==> src/rtl/line_stream_feeder_pkg.sv <==
// Shared sizes, FSM state encoding and RAM write payload for the line stream feeder.
package line_stream_feeder_pkg;

  localparam int unsigned LINE_W = 25;
  localparam int unsigned DEPTH  = 64;
  localparam int unsigned ADDR_W = 6;

  typedef enum logic [2:0] {
    S_IDLE,
    S_FETCH,
    S_PRESENT,
    S_CAPTURE,
    S_FINISH
  } state_t;

  typedef struct packed {
    logic              en;
    logic [ADDR_W-1:0] addr;
    logic [LINE_W-1:0] data;
  } ram_wr_t;

endpackage

==> src/rtl/line_stream_feeder_line_ram.sv <==
// DEPTH x LINE_W buffer: one write port, one registered read port (write-first on collision).
module line_ram
  import line_stream_feeder_pkg::*;
(
  input  logic              clk,
  input  logic              rst,
  input  ram_wr_t           wr,
  input  logic [ADDR_W-1:0] raddr,
  output logic [LINE_W-1:0] rdata
);

  logic [LINE_W-1:0] mem [DEPTH];

  always_ff @(posedge clk) begin
    if (wr.en) mem[wr.addr] <= wr.data;
  end

  // Bypass lets a load and a run start in the same cycle see the fresh word.
  always_ff @(posedge clk or negedge rst) begin
    if (!rst)                           rdata <= '0;
    else if (wr.en && wr.addr == raddr) rdata <= wr.data;
    else                                rdata <= mem[raddr];
  end

endmodule

==> src/rtl/line_stream_feeder.sv <==
// Presents buffered input lines to the core one at a time and captures each core result.
module line_stream_feeder
  import line_stream_feeder_pkg::*;
(
  input  logic              clk,
  input  logic              rst,
  input  logic              ld_en,
  input  logic [ADDR_W-1:0] ld_addr,
  input  logic [LINE_W-1:0] ld_data,
  input  logic              start,
  output logic [LINE_W-1:0] line,
  output logic [ADDR_W-1:0] count,
  output logic              line_valid,
  input  logic              core_done,
  input  logic [LINE_W-1:0] core_mem,
  input  logic [ADDR_W-1:0] rd_addr,
  output logic [LINE_W-1:0] rd_data,
  output logic              busy,
  output logic              run_done
);

  localparam logic [ADDR_W-1:0] LAST_IDX = ADDR_W'(DEPTH - 1);

  state_t            state, state_nxt;
  logic [ADDR_W-1:0] idx, idx_nxt, count_nxt;
  logic [LINE_W-1:0] line_nxt;
  logic              line_valid_nxt, busy_nxt, run_done_nxt;

  ram_wr_t           in_wr, out_wr;
  logic [ADDR_W-1:0] in_raddr;
  logic [LINE_W-1:0] in_rdata;

  line_ram u_inbuf (
    .clk   (clk),
    .rst   (rst),
    .wr    (in_wr),
    .raddr (in_raddr),
    .rdata (in_rdata)
  );

  line_ram u_outbuf (
    .clk   (clk),
    .rst   (rst),
    .wr    (out_wr),
    .raddr (rd_addr),
    .rdata (rd_data)
  );

  always_ff @(posedge clk or negedge rst) begin
    if (!rst) begin
      state      <= S_IDLE;
      idx        <= '0;
      line       <= '0;
      count      <= '0;
      line_valid <= 1'b0;
      busy       <= 1'b0;
      run_done   <= 1'b0;
    end else begin
      state      <= state_nxt;
      idx        <= idx_nxt;
      line       <= line_nxt;
      count      <= count_nxt;
      line_valid <= line_valid_nxt;
      busy       <= busy_nxt;
      run_done   <= run_done_nxt;
    end
  end

  always_comb begin
    state_nxt = state;
    case (state)
      S_IDLE:    if (start) state_nxt = S_FETCH;
      S_FETCH:   state_nxt = S_PRESENT;
      S_PRESENT: if (core_done) state_nxt = S_CAPTURE;
      S_CAPTURE: state_nxt = (idx == LAST_IDX) ? S_FINISH : S_FETCH;
      S_FINISH:  state_nxt = S_IDLE;
      default:   state_nxt = S_IDLE;
    endcase
  end

  // Input-buffer read address is issued one cycle ahead so FETCH sees registered data.
  always_comb begin
    idx_nxt        = idx;
    line_nxt       = line;
    count_nxt      = count;
    line_valid_nxt = line_valid;
    busy_nxt       = busy;
    run_done_nxt   = 1'b0;
    in_wr          = '{en: ld_en && (state == S_IDLE), addr: ld_addr, data: ld_data};
    out_wr         = '{en: 1'b0, addr: idx, data: core_mem};
    in_raddr       = idx;
    case (state)
      S_IDLE: begin
        in_raddr = '0;
        if (start) begin
          idx_nxt  = '0;
          busy_nxt = 1'b1;
        end
      end
      S_FETCH: begin
        line_nxt       = in_rdata;
        count_nxt      = idx;
        line_valid_nxt = 1'b1;
      end
      S_PRESENT: begin
        if (core_done) begin
          out_wr.en      = 1'b1;
          line_valid_nxt = 1'b0;
        end
      end
      S_CAPTURE: begin
        in_raddr = ADDR_W'(idx + 1'b1);
        if (idx != LAST_IDX) idx_nxt = in_raddr;
      end
      S_FINISH: begin
        run_done_nxt = 1'b1;
        busy_nxt     = 1'b0;
      end
      default: ;
    endcase
  end

endmodule

==> config.mk <==
export PLATFORM = sky130hd
export DESIGN_NAME = line_stream_feeder
export DESIGN_NICKNAME = d
export VERILOG_FILES = /design/src/rtl/line_stream_feeder_pkg.sv /design/src/rtl/line_stream_feeder_line_ram.sv /design/src/rtl/line_stream_feeder.sv
export SDC_FILE = /design/constraint.sdc
export NUM_CORES = 2
export LEC_CHECK = 0
export ABC_AREA = 1
export BUFFER_PORTS_ARGS = -buffer_cell sky130_fd_sc_hd__buf_2
export CAP_MARGIN = 20
export CORE_UTILIZATION = 30
export DETAILED_ROUTE_END_ITERATION = 10
export PLACE_DENSITY = 0.55
export SLEW_MARGIN = 10
export SYNTH_ARGS = -nofsm -noshare
export SYNTH_HDL_FRONTEND = slang
export SYNTH_SLANG_ARGS = --single-unit
==> constraint.sdc <==
create_clock -name clk -period 4.74 [get_ports clk]
set_clock_uncertainty 0.05 [all_clocks]
set_input_delay 0.948 -clock clk [delete_from_list [all_inputs] [get_ports clk]]
set_output_delay 0.948 -clock clk [all_outputs]
set_load 0.005 [all_outputs]
==> results.env <==
CTS_TREE='built'
FINALHOLDVIOLATIONS=0
CTS_HTREE_LEVELS=5
INSERTION_DELAY_PS=960
WORST-ENDPOINT-ARRIVAL_PS=4970
TIMING.FINAL.MAX_SLEW_VIOLATIONS=0
POSTROUTEANTENNANETS=0
WORST_PATH_MAX_DELAY_CELL='inv_8'
MET3WIRELENGTH_MICRONS=35650
NETLIST_AREA_SQ_UM=136600
WORST_IR_DROP_VDD_uV=670.9
CRITPATHMAXFANOUT=57
CRITICAL_PATH.MAX_STAGE_DELAY_PS=560
DESIGN.PORTCOUNT=126
DIE_HEIGHT_MICRONS=676.9
CLOCKROOTBUFFER='clkbuf_16'
NET_SWITCHING_POWER_OF_THE_DESIGN_mW=29.24
YOSYS_REGISTER_BITS=3293
GP_CONGESTION=0.8403
YOSYS_WARNINGS=0
DRCVIOLATIONCOUNT=0
FINISH.CELL_COUNT_WITHOUT_FILLERS=18160
YOSYS_MOST_USED_DFF='edfxtp_1'
DP_HPWL_MICRONS=240100
PORT_BUFFERS=125
FLOW.AREA_GROWTH_FROM_SYNTHESIS_PCT=15.09
FINALSETUPVIOLATIONS=0
TIMING.FMAX_GHz=0.2381
INITIALDRTVIOLATIONCOUNT=10240
LAYOUT_WORST_PATH_CYCLE_SHARE=0.8861
PATH_CELLS='nand2_1 > nor2_2 > nand2_1 > nand2_1 > nand2_8 > inv_8 > buf_4 > nand3_1 > nand3_1 > nand3_1 > nand3_1 > nand3_1 > nand2_1 > nand2_1 > nand2_1'
DIEWIDTH_MICRONS=676.9
INITIAL_CORE_UTIL=0.3016
PIN_COUNT_OF_THE_BIGGEST_NET_ENTERING_GLOBAL_ROUTING=139
STD_CELL_ROWS=247
ANTENNA_FOUND_INITIAL=36
MAXCAPVIOLATIONS=0
SYNTH-SEQ-AREA-SHARE=0.7203
DIEAREA_SQ_UM=458200
CLOCKPOWERSHARE=0.323
MET2ROUTEDLENGTH_MICRONS=198300
DETAIL_ROUTE.WIRELENGTH.MET1_MICRONS=178800
GRT_SETUP_UNREPAIRED='false'
TIGHTEST_SLEW_PS=1208
WORST_HOLD_PATH_TYPE='input pin to flip-flop'
POWER.SWITCHING_FRACTION=0.3497
GLOBALROUTE.TOTALOVERFLOW=0
DRT-TOTAL-WL_MICRONS=428900
LEAKAGE_nW=57.18
DRT_PRE_ANTENNA_ITERS=6
POST-CTS-SETUP-BUFFERS=0
RUN_STATUS='finished, final reports clean'
FINAL_CELL_AREA_SQ_UM=157300
TRITONCTS_NUM_SINKS=3293
YOSYSTOPAREACELL='edfxtp_1'
GRT_PASS1_WL_MICRONS=615500
YOSYS.CELL_TYPES.COUNT=31
POST_SYNTH_INST_COUNT=11780
REQ_TIME_CRIT_PATH_PS=5510
CTS_MAX_PATH_BUFFERS=4
WORST_SETUP_PATH_END_KIND='flip-flop'
CATEGORY_OF_THE_MOST_CRITICAL_SETUP_PATH='flip-flop to flip-flop'
CTS_MADE_BUFFERS=355
PWR-SHARE-SEQ=0.394
POWER_mW=83.61
HOLD_WS_PS=324.8
CRITICAL_PATH.STARTPOINT_TYPE='flip-flop'
FIN_CRIT_PS=4200
CTS.CLK_SLEW.WORST_PATHS_PS=60
CORE_SQ_UM=453100
SYN-NUM-NETS=11850
FINAL_LAYOUT_SIZE_SUFFIX_GT1_FRAC=0.09703
OVERALL_GLOBAL_ROUTING_USAGE=0.1801
DRT-VIAS-PER-INSTANCE=5.034
TOP_LAYER='met5'
TOP_POST_SYNTHESIS_CELLS_BY_AREA='edfxtp_1 (70%), nand3_1 (7.3%), nand2_1 (5.3%)'
CELLINTERNALPOWER_mW=54.37
TIMING.MAX_SLEW.REL_SLACK=0.1925
SHARE_COMB_OF_TOTAL_POWER=0.283
VIA_COUNT=91440
WORST_PATH_MOST_REPEATED_CELL='nand2_1'
NETLIST_TOP_CELLS_COUNT='edfxtp_1 (3200), nand3_1 (1988), nand2_1 (1935)'
ASYNC_RESET_FF_FRAC=0.02824
FIN_NETS=11960
SYNTHMOSTINSTANTIATEDCELL='edfxtp_1'
POWER.DENSITY_CELL_AREA_nW_PER_UM2=531.6
FINALSETUPTNS_PS=0
FIRST_GLOBAL_VIAS=85330
SYN_AVG_CELL_AREA_SQ_UM=11.60
SYNTH_TOP_AREA_SHARE=0.7032
PLACED_CELLS_INCL_TAPS=17500
ROUTEDWLPERCELL_MICRONS=23.61
POSTCTSRESIZEDCELLS=0
DETAILED_PLACE.AREA_SQ_UM=145900
SYNTH-EDFF-COUNT=3200
routing by layer:
metal  track usage  up-vias
li1              -    41200
met1        0.2477    45550
met2        0.2889     3950
met3       0.02804      715
met4       0.06406       18
met5             0        -
layout by cell type (no fill, tap or decap), types with 15 or more instances in the layout:
cell,count
buf_4,301
dfrtp_1,93
nand3_1,1987
nand3b_1,250
nor2_4,35
clkbuf_8,15
nor2_2,91
clkinv_1,67
mux2_2,46
o22ai_1,389
clkinv_2,48
edfxtp_1,3200
bufinv_16,22
o21ai_0,809
nand2_1,1933
inv_1,1279
clkbuf_1,102
clkbuf_16,359
buf_2,120
nor2_1,824
buf_12,78
diode_2,17
path summary, 6_finish.rpt:
path / from / cells past startpoint / to / slack, ps
worst max-delay path: state[0] / 15 / u_inbuf.rdata[13] / 540
worst min-delay path: core_mem[17] / 1 / u_outbuf.mem[15][17] / 320
worst max register to register: state[0] / 15 / u_inbuf.rdata[13] / 540
worst min register to register: count[5] / 2 / count[5] / 430
max in group asynchronous: rst / 3 / u_inbuf.rdata[9] / 3150
min in group asynchronous: rst / 2 / u_outbuf.rdata[5] / 450
power groups by stage:
stage | logic, mW | registers [mW] | clock network (mW)
after floorplan | 14.4 | 33.1 | 0
after global placement | 23.5 | 33.6 | 0
after detailed placement | 23.5 | 33.6 | 0
after CTS | 23.5 | 33.0 | 27.4
after global routing | 25.6 | 33.0 | 28.5
final | 23.6 | 33.0 | 27.0
registers in the layout (all words and copies together), names as in the netlist:
name	cells
line	25
u_outbuf.rdata	25
count	6
u_inbuf.mem	1600
u_inbuf.rdata	25
busy	1
run_done	1
u_outbuf.mem	1600
idx	6
state	3
line_valid	1
stage by stage:
stage / util / setup WS (ps)
after global placement: 0.3220 / 702.6
after detailed placement: 0.3221 / 673.1
after global routing: 0.3471 / 406.5
after floorplan: - / 534.1
final: 0.3471 / 540.0
after CTS: 0.3468 / 626.0
what timing repair did:
action | in CTS | in global routing
hold endpoints to repair | 26 | 0
hold buffers | 1 | 0
endpoints found under the setup margin | 0 | 0
worst max-delay path: cells and delay by family, from the launching register on:
| family | cells | cell delay, ps |
|---|---|---|
| buffers and inverters | 2 | 1120 |
| and+or+nand+nor | 13 | 2370 |
| DFF | 1 | 470 |
cell families after synthesis:
kind of cell | synth area share
compound gates | 0.04915
xor+xnor | 0.0002564
fa+ha+maj | 0.00009155
buf+inv | 0.05922
flops | 0.7203
mux | 0.003791
simple gates | 0.1672
final cells by class:
type | instances | area, sq um
timing repair buffer | 505 | 4514
fill | 44520 | 295800
multi-input combinational | 6440 | 30760
sequential | 3293 | 98420
clock buffer | 475 | 9559
inverter | 1292 | 4892
antenna | 17 | 42.54
tap | 5976 | 7477
clock inverter | 166 | 1607
No activity file was read; power rests on OpenSTA's default activity.
